### config.mk
export PLATFORM = sky130hd
export DESIGN_NAME = ps2_key_decoder_flat
export DESIGN_NICKNAME = d
export VERILOG_FILES = /design/src/rtl/ps2_key_decoder_pkg.sv /design/src/rtl/ps2_key_decoder_if.sv /design/src/rtl/ps2_key_decoder_scan2ascii.sv /design/src/rtl/ps2_key_decoder.sv /design/src/flat_wrapper.sv
export SDC_FILE = /design/constraint.sdc
export NUM_CORES = 1
export LEC_CHECK = 0
export BUFFER_PORTS_ARGS = -buffer_cell sky130_fd_sc_hd__buf_2
export CORE_MARGIN = 2
export CORE_UTILIZATION = 40
export DETAILED_ROUTE_END_ITERATION = 7
export HOLD_SLACK_MARGIN = 0.05
export SYNTH_ARGS = -nofsm -noshare
export SYNTH_HDL_FRONTEND = slang
export SYNTH_SLANG_ARGS = --single-unit
### constraint.sdc
create_clock -name clk -period 4.9 [get_ports clk]
set_input_delay 0.245 -clock clk [delete_from_list [all_inputs] [get_ports clk]]
set_output_delay 0.245 -clock clk [all_outputs]
set_load 0.02 [all_outputs]
### src/rtl/ps2_key_decoder_pkg.sv
// ps2_pkg: shared constants and FSM state type for the PS/2 key decoder.
//   PS2_BREAK   - set-2 break prefix byte (F0)
//   PS2_EXT     - set-2 extended prefix byte (E0)
//   ps2_state_e - decoder FSM states IDLE / POP / GAP
package ps2_pkg;

    localparam logic [7:0] PS2_BREAK = 8'hF0;
    localparam logic [7:0] PS2_EXT   = 8'hE0;

    typedef enum logic [1:0] {
        IDLE = 2'd0,
        POP  = 2'd1,
        GAP  = 2'd2
    } ps2_state_e;

    // True for either prefix byte; anything else carries a key code.
    function automatic logic is_prefix(input logic [7:0] b);
        return (b == PS2_BREAK) || (b == PS2_EXT);
    endfunction

endpackage

### src/rtl/ps2_key_decoder_if.sv
// ps2_key_decoder_if: byte handshake between the PS/2 receiver FIFO and the
// key decoder.
//   ps2_data     - head byte of the receiver FIFO
//   ps2_ready    - FIFO non-empty
//   ps2_overflow - receiver FIFO overflow flag
//   nextdata_n   - active-low pop strobe back to the receiver
// master = receiver side, slave = decoder side.
interface ps2_key_decoder_if;

    logic [7:0] ps2_data;
    logic       ps2_ready;
    logic       ps2_overflow;
    logic       nextdata_n;

    modport master (
        output ps2_data,
        output ps2_ready,
        output ps2_overflow,
        input  nextdata_n
    );

    modport slave (
        input  ps2_data,
        input  ps2_ready,
        input  ps2_overflow,
        output nextdata_n
    );

endinterface

### src/rtl/ps2_key_decoder_scan2ascii.sv
// ps2_scan2ascii: combinational set-2 scan code to ASCII lookup.
//   scan_code in 8 - set-2 make code (non-extended)
//   ascii     out 8 - lowercase a-z, 0-9, space, CR; 0x00 when unmapped
// Only built when PS2_KEY_ASCII_EN is defined.
`ifdef PS2_KEY_ASCII_EN
module ps2_scan2ascii (
    input  logic [7:0] scan_code,
    output logic [7:0] ascii
);

    // Fixed set-2 lookup table.
    always_comb begin
        ascii = 8'h00;
        case (scan_code)
            8'h1C: ascii = 8'h61; // a
            8'h32: ascii = 8'h62; // b
            8'h21: ascii = 8'h63; // c
            8'h23: ascii = 8'h64; // d
            8'h24: ascii = 8'h65; // e
            8'h2B: ascii = 8'h66; // f
            8'h34: ascii = 8'h67; // g
            8'h33: ascii = 8'h68; // h
            8'h43: ascii = 8'h69; // i
            8'h3B: ascii = 8'h6A; // j
            8'h42: ascii = 8'h6B; // k
            8'h4B: ascii = 8'h6C; // l
            8'h3A: ascii = 8'h6D; // m
            8'h31: ascii = 8'h6E; // n
            8'h44: ascii = 8'h6F; // o
            8'h4D: ascii = 8'h70; // p
            8'h15: ascii = 8'h71; // q
            8'h2D: ascii = 8'h72; // r
            8'h1B: ascii = 8'h73; // s
            8'h2C: ascii = 8'h74; // t
            8'h3C: ascii = 8'h75; // u
            8'h2A: ascii = 8'h76; // v
            8'h1D: ascii = 8'h77; // w
            8'h22: ascii = 8'h78; // x
            8'h35: ascii = 8'h79; // y
            8'h1A: ascii = 8'h7A; // z
            8'h45: ascii = 8'h30; // 0
            8'h16: ascii = 8'h31; // 1
            8'h1E: ascii = 8'h32; // 2
            8'h26: ascii = 8'h33; // 3
            8'h25: ascii = 8'h34; // 4
            8'h2E: ascii = 8'h35; // 5
            8'h36: ascii = 8'h36; // 6
            8'h3D: ascii = 8'h37; // 7
            8'h3E: ascii = 8'h38; // 8
            8'h46: ascii = 8'h39; // 9
            8'h29: ascii = 8'h20; // space
            8'h5A: ascii = 8'h0D; // enter
            default: ascii = 8'h00;
        endcase
    end

endmodule
`endif

### src/rtl/ps2_key_decoder.sv
// ps2_key_decoder: pops bytes from the PS/2 receiver FIFO and folds F0/E0
// prefixes into one key event per key, tracking the held key so typematic
// repeats are flagged and not counted.
//   clk, resetn  - clock, synchronous active-low reset
//   ps2 (slave)  - receiver FIFO handshake (data/ready/overflow/nextdata_n)
//   key_valid    - one-cycle event strobe
//   key_code/key_ext/key_down/key_repeat/key_ascii - last event, held between events
//   press_count  - count of new (non-repeat) makes, wraps
//   ovf_sticky   - receiver overflow seen since reset
// Optional feature macro: PS2_KEY_ASCII_EN (scan-code to ASCII lookup);
// without it key_ascii is constant 0.
module ps2_key_decoder
    import ps2_pkg::*;
#(
    parameter int CNT_W = 8
) (
    input  logic               clk,
    input  logic               resetn,
    ps2_key_decoder_if.slave   ps2,
    output logic               key_valid,
    output logic [7:0]         key_code,
    output logic               key_ext,
    output logic               key_down,
    output logic               key_repeat,
    output logic [7:0]         key_ascii,
    output logic [CNT_W-1:0]   press_count,
    output logic               ovf_sticky
);

    ps2_state_e       state_r;
    logic             nextdata_n_r;
    logic             brk_pend_r;
    logic             ext_pend_r;
    logic             held_vld_r;
    logic [7:0]       held_code_r;
    logic             held_ext_r;
    logic             key_valid_r;
    logic [7:0]       key_code_r;
    logic             key_ext_r;
    logic             key_down_r;
    logic             key_repeat_r;
    logic [CNT_W-1:0] press_count_r;
    logic             ovf_sticky_r;

    logic             accept_s;
    logic             accept_evt_s;
    logic             held_match_s;

    // The byte is classified on the accepting edge so the event is visible
    // in the same cycle as the pop strobe.
    always_comb begin
        accept_s     = 1'b0;
        accept_evt_s = 1'b0;
        held_match_s = 1'b0;
        if (state_r == IDLE) begin
            accept_s = ps2.ps2_ready;
        end else begin
            accept_s = 1'b0;
        end
        if (accept_s && !is_prefix(ps2.ps2_data)) begin
            accept_evt_s = 1'b1;
        end else begin
            accept_evt_s = 1'b0;
        end
        if (held_vld_r && (held_ext_r == ext_pend_r) && (held_code_r == ps2.ps2_data)) begin
            held_match_s = 1'b1;
        end else begin
            held_match_s = 1'b0;
        end
    end

    // Main FSM: IDLE accepts a byte, POP strobes nextdata_n, GAP lets the
    // receiver advance its head before the next look.
    always_ff @(posedge clk) begin
        if (!resetn) begin
            state_r       <= IDLE;
            nextdata_n_r  <= 1'b1;
            brk_pend_r    <= 1'b0;
            ext_pend_r    <= 1'b0;
            held_vld_r    <= 1'b0;
            held_code_r   <= 8'h00;
            held_ext_r    <= 1'b0;
            key_valid_r   <= 1'b0;
            key_code_r    <= 8'h00;
            key_ext_r     <= 1'b0;
            key_down_r    <= 1'b0;
            key_repeat_r  <= 1'b0;
            press_count_r <= {CNT_W{1'b0}};
        end else begin
            key_valid_r <= 1'b0;
            case (state_r)
                IDLE: begin
                    if (accept_s) begin
                        state_r      <= POP;
                        nextdata_n_r <= 1'b0;
                        if (ps2.ps2_data == PS2_BREAK) begin
                            brk_pend_r <= 1'b1;
                        end else if (ps2.ps2_data == PS2_EXT) begin
                            ext_pend_r <= 1'b1;
                        end else begin
                            key_valid_r <= 1'b1;
                            key_code_r  <= ps2.ps2_data;
                            key_ext_r   <= ext_pend_r;
                            key_down_r  <= !brk_pend_r;
                            brk_pend_r  <= 1'b0;
                            ext_pend_r  <= 1'b0;
                            if (!brk_pend_r) begin
                                if (held_match_s) begin
                                    key_repeat_r <= 1'b1;
                                end else begin
                                    key_repeat_r  <= 1'b0;
                                    press_count_r <= press_count_r + {{(CNT_W-1){1'b0}}, 1'b1};
                                    held_vld_r    <= 1'b1;
                                    held_code_r   <= ps2.ps2_data;
                                    held_ext_r    <= ext_pend_r;
                                end
                            end else begin
                                key_repeat_r <= 1'b0;
                                if (held_match_s) begin
                                    held_vld_r <= 1'b0;
                                end else begin
                                    held_vld_r <= held_vld_r;
                                end
                            end
                        end
                    end else begin
                        state_r <= IDLE;
                    end
                end
                POP: begin
                    nextdata_n_r <= 1'b1;
                    state_r      <= GAP;
                end
                GAP: begin
                    state_r <= IDLE;
                end
                default: begin
                    nextdata_n_r <= 1'b1;
                    state_r      <= IDLE;
                end
            endcase
        end
    end

    // Overflow is latched in every state, independent of the FSM.
    always_ff @(posedge clk) begin
        if (!resetn) begin
            ovf_sticky_r <= 1'b0;
        end else begin
            ovf_sticky_r <= ovf_sticky_r | ps2.ps2_overflow;
        end
    end

`ifdef PS2_KEY_ASCII_EN
    logic [7:0] lut_ascii_s;
    logic [7:0] ascii_next_s;
    logic [7:0] key_ascii_r;

    ps2_scan2ascii u_scan2ascii (
        .scan_code (ps2.ps2_data),
        .ascii     (lut_ascii_s)
    );

    // Extended keys share codes with plain keys but are never printable.
    always_comb begin
        ascii_next_s = 8'h00;
        if (ext_pend_r) begin
            ascii_next_s = 8'h00;
        end else begin
            ascii_next_s = lut_ascii_s;
        end
    end

    // ASCII register tracks key_code, updated on the same edge.
    always_ff @(posedge clk) begin
        if (!resetn) begin
            key_ascii_r <= 8'h00;
        end else if (accept_evt_s) begin
            key_ascii_r <= ascii_next_s;
        end else begin
            key_ascii_r <= key_ascii_r;
        end
    end

    assign key_ascii = key_ascii_r;
`else
    assign key_ascii = 8'h00;
`endif

    assign ps2.nextdata_n = nextdata_n_r;
    assign key_valid      = key_valid_r;
    assign key_code       = key_code_r;
    assign key_ext        = key_ext_r;
    assign key_down       = key_down_r;
    assign key_repeat     = key_repeat_r;
    assign press_count    = press_count_r;
    assign ovf_sticky     = ovf_sticky_r;

endmodule

### src/flat_wrapper.sv
// flat-port wrapper written by rule: the top's interface ports become plain ports
module ps2_key_decoder_flat import ps2_pkg::*;
#(
    parameter int CNT_W = 8
)
  (clk, resetn, key_valid, key_code, key_ext, key_down, key_repeat, key_ascii, press_count, ovf_sticky, ps2_ps2_data, ps2_ps2_ready, ps2_ps2_overflow, ps2_nextdata_n);
  ps2_key_decoder_if ps2_i ();
  input  logic clk;
  input  logic resetn;
  output logic key_valid;
  output logic [7:0] key_code;
  output logic key_ext;
  output logic key_down;
  output logic key_repeat;
  output logic [7:0] key_ascii;
  output logic [CNT_W-1:0] press_count;
  output logic ovf_sticky;
  input wire logic [$bits(ps2_i.ps2_data)-1:0] ps2_ps2_data;
  input wire logic [$bits(ps2_i.ps2_ready)-1:0] ps2_ps2_ready;
  input wire logic [$bits(ps2_i.ps2_overflow)-1:0] ps2_ps2_overflow;
  output wire logic [$bits(ps2_i.nextdata_n)-1:0] ps2_nextdata_n;
  assign ps2_i.ps2_data = ps2_ps2_data;
  assign ps2_i.ps2_ready = ps2_ps2_ready;
  assign ps2_i.ps2_overflow = ps2_ps2_overflow;
  assign ps2_nextdata_n = ps2_i.nextdata_n;
  ps2_key_decoder #(.CNT_W(CNT_W)) u_core (.clk(clk), .resetn(resetn), .ps2(ps2_i), .key_valid(key_valid), .key_code(key_code), .key_ext(key_ext), .key_down(key_down), .key_repeat(key_repeat), .key_ascii(key_ascii), .press_count(press_count), .ovf_sticky(ovf_sticky));
endmodule
==> summary.md <==
| Metric | Value |
|---|---|
| Grt ovf | `0` |
| Core area | `3940 sq um` |
| Wirelength per Cell | `12.5 um` |
| Run status | `finished clean` |
| Cts hold-fix bufs | `0` |
| Cells after Synth | `161` |
| Synth cell types | `33` |
| Drt first pass iters | `4` |
| Port Buffers | `33` |
| Power, Total | `0.636 mW` |
| DRC viols | `0` |
| Gr usage total | `15.0%` |
| Mapped Avg Cell Area | `10.1 sq um` |
| Synth area leaders | `dfxtp_1 44%, mux2i_1 14%, nor2_1 6.7%` |
| Final clock skew | `0.00666 ns` |
| Pins over their slew limit | `0` |
| Reg area | `721 sq um` |
| Largest net degree at the start of global routing | `28` |
| Final Cycle Share | `44.8%` |
| Clock Path Buffers | `2` |
| Hold Crit Depth | `2` |
| Finish-stage setup viols | `0` |
| Slew HR | `60.8%` |
| Post-CTS resize count | `0` |
| Final WL | `3080 um` |
| Antenna Cells | `0` |
| Synth warn | `0` |
| Vias | `1205` |
| Layout cells sized above 1 | `25.5%` |
| Maximum operating frequency | `0.456 GHz` |
| Sequential-to-total area share from yosys stat | `44.4%` |
| Area leader, netlist | `dfxtp_1` |
| Crit path max fanout | `9` |
| CTS root buf | `clkbuf_8` |
| Hold Path Class | `in2reg` |
| Number of max-cap violations | `0` |
| Power Internal | `0.472 mW` |
| Die width | `67.7 um` |
| Reg2Reg Depth | `9` |
| Post-DP HPWL | `2280 um` |
| Vias in the first global route | `1126` |
| Power Density | `337 nW/um^2` |
| Fin nets | `211` |
| # fillers | `371` |
| CTS Buf Count | `5` |
| Synth top cells by count | `36 x dfxtp_1, 29 x nor2_1, 22 x mux2i_1` |
| Most numerous cell in the Yosys netlist | `dfxtp_1` |
| Clk sinks | `36` |
| RSZ-0062 raised after global routing | `no` |
| Via/cell ratio | `4.90` |
| Final Hold Fails | `0` |
| Switching Fraction | `25.8%` |
| CTS tree | `done` |
| Syn-to-layout area delta | `16.5%` |
| Post-CTS Setup Inserts | `0` |
| Io pins | `42` |
| WP data arrival | `2.34 ns` |
| Logic pwr share | `14.8%` |
| Final min period | `2.19 ns` |
| DRT iter0 DRCs | `27` |
| Psw | `0.164 mW` |
| Worst Max-Slew Pin Slew | `0.586 ns` |
| Initial antenna violation count | `0` |
| Sequential share of power | `50.3%` |
| Peak supply drop | `0.249 mV` |
| Startpoint Class | `flip-flop` |
| Synth top area share | `44.4%` |
| Post-route ant nets | `0` |
| Chip Height | `67.7 um` |
| Post-synthesis register bit count | `36` |
| H-tree Lvls | `2` |
| Main synth FF type | `dfxtp_1` |
| Critical Path RT | `5.05 ns` |
| Die area | `4580 sq um` |
| Pleak | `0.849 nW` |
| Placer Congestion | `0.791` |
| Rows | `23` |
| Clk_lat worst skew | `0.28 ns` |
| Post-Syn Area | `1620 sq um` |
| Setup crit end kind | `flip-flop` |
| Finished Cell Area | `1890 sq um` |
| Flop-to-flop setup slack | `2.71 ns` |
| Clock slew at reported path FFs | `0.07 ns` |
| Placed Area | `1790 sq um` |
| Asr flop ratio synth | `0%` |
| Crit path kind | `reg2reg` |
| Clock share of power | `34.8%` |
| Multi-input gate area | `811 sq um` |
| Sum Neg Setup Slack | `0 ns` |
| Initial Util | `41.1%` |
| First-pass GRT wire length | `5000 um` |
| Number of flops mapped to enable cells by yosys | `0` |
-- power by group through the flow --
stage                     registers [mW]  clock network (mW)  logic (mW)
after floorplan                    0.336                   0      0.0637
after global placement             0.326                   0      0.0929
after detailed placement           0.327                   0      0.0954
after CTS                          0.320               0.229      0.0957
after global routing               0.322               0.246       0.104
final                              0.320               0.221      0.0944
-- metrics by stage --
step | instances | utilization, % | worst slack, ns | hold slack [ns]
finish | 246 | 47.9 | 2.71 | 0.171
CTS | 246 | 47.9 | 2.69 | 0.164
detailed placement | 239 | 45.5 | 2.68 | 0.438
global route | 246 | 47.9 | 2.50 | 0.161
floorplan | 168 | - | 3.10 | 0.369
global placement | 239 | 45.5 | 2.79 | 0.429
-- per-layer routing --
| metal | part of all wire (%) | global-route usage, % | wire length, um |
|---|---|---|---|
| met5 | 0 | 0 | 0 |
| met1 | 45 | 17.0 | 1400 |
| met2 | 48 | 24.6 | 1490 |
| met4 | 1.1 | 7.14 | 33 |
| met3 | 5.5 | 5.67 | 171 |
-- registers in the layout, indices dropped and copies added, names as in the netlist --
register and flops:
u_core.ps2.nextdata_n 1, u_core.key_valid 1, u_core.press_count 8, u_core.key_ext 1, u_core.ext_pend_r 1, u_core.key_code 8
u_core.held_code_r 8, u_core.held_ext_r 1, u_core.ovf_sticky 1, u_core.key_repeat 1, u_core.state_r 2, u_core.key_down 1
u_core.brk_pend_r 1, u_core.held_vld_r 1
-- final cells by class --
cell class,instances,area share (%)
clock buffer,7,5.10
tap,50,3.31
inverter,5,0.993
sequential,36,38.1
multi-input combinational,113,42.9
timing repair buffer,35,9.54
-- logic make-up after synthesis --
kind of cell	synth area share (%)
and+or+nand+nor	17.2
DFF	44.4
muxes	13.6
buffers and inverters	7.18
xor gates and xnor gates	8.10
AOI/OAI and AO/OA	6.94
adders and majority gates	2.32
other	0.231
-- critical path: stages (launching register included) --
cell	delay, ns
dfxtp_1	0.40
xor2_1	0.16
nor4_1	0.07
nand4_1	0.12
ha_1	0.19
nand4bb_1	0.19
a21oi_1	0.38
buf_4	0.28
mux2i_1	0.21
nor2_1	0.05
-- path summary, 6_finish.rpt --
kind / from / end
max: u_core.ext_pend_r / u_core.held_code_r[4]
min: ps2_ps2_overflow / u_core.ovf_sticky
max reg2reg: u_core.ext_pend_r / u_core.held_code_r[4]
min reg2reg: u_core.ovf_sticky / u_core.ovf_sticky
-- placed cells by master, fill, tap and decap left out --
| master | netlist | layout |
|---|---|---|
| dfxtp_1 | 36 | 36 |
| buf_2 | 0 | 33 |
| nor2_1 | 29 | 29 |
| mux2i_1 | 22 | 22 |
| xor2_1 | 8 | 8 |
| conb_1 | 1 | 8 |
| xnor2_1 | 7 | 7 |
| clkbuf_8 | 0 | 7 |
| inv_1 | 4 | 4 |
| nand2_1 | 4 | 4 |
| nand4_1 | 3 | 3 |
| a21oi_1 | 3 | 3 |
| a2111oi_2 | 3 | 3 |
| ha_1 | 3 | 3 |
| nor4_1 | 2 | 2 |
| nand3_1 | 2 | 2 |
| a211oi_1 | 2 | 2 |
| nand2b_1 | 2 | 2 |
| nor2b_1 | 2 | 2 |
| and2_1 | 2 | 2 |
| buf_4 | 10 | 2 |
| inv_2 | 1 | 1 |
| nor4bb_1 | 1 | 1 |
| nor3b_4 | 1 | 1 |
| nand4bb_1 | 1 | 1 |
| or3b_4 | 1 | 1 |
| a21oi_4 | 1 | 1 |
| nor3b_2 | 1 | 1 |
| nor3_1 | 1 | 1 |
| o21ai_0 | 1 | 1 |
| nand3b_1 | 1 | 1 |
| a311oi_1 | 1 | 1 |
| o21a_1 | 1 | 1 |
(Power assumes the default switching activity.)
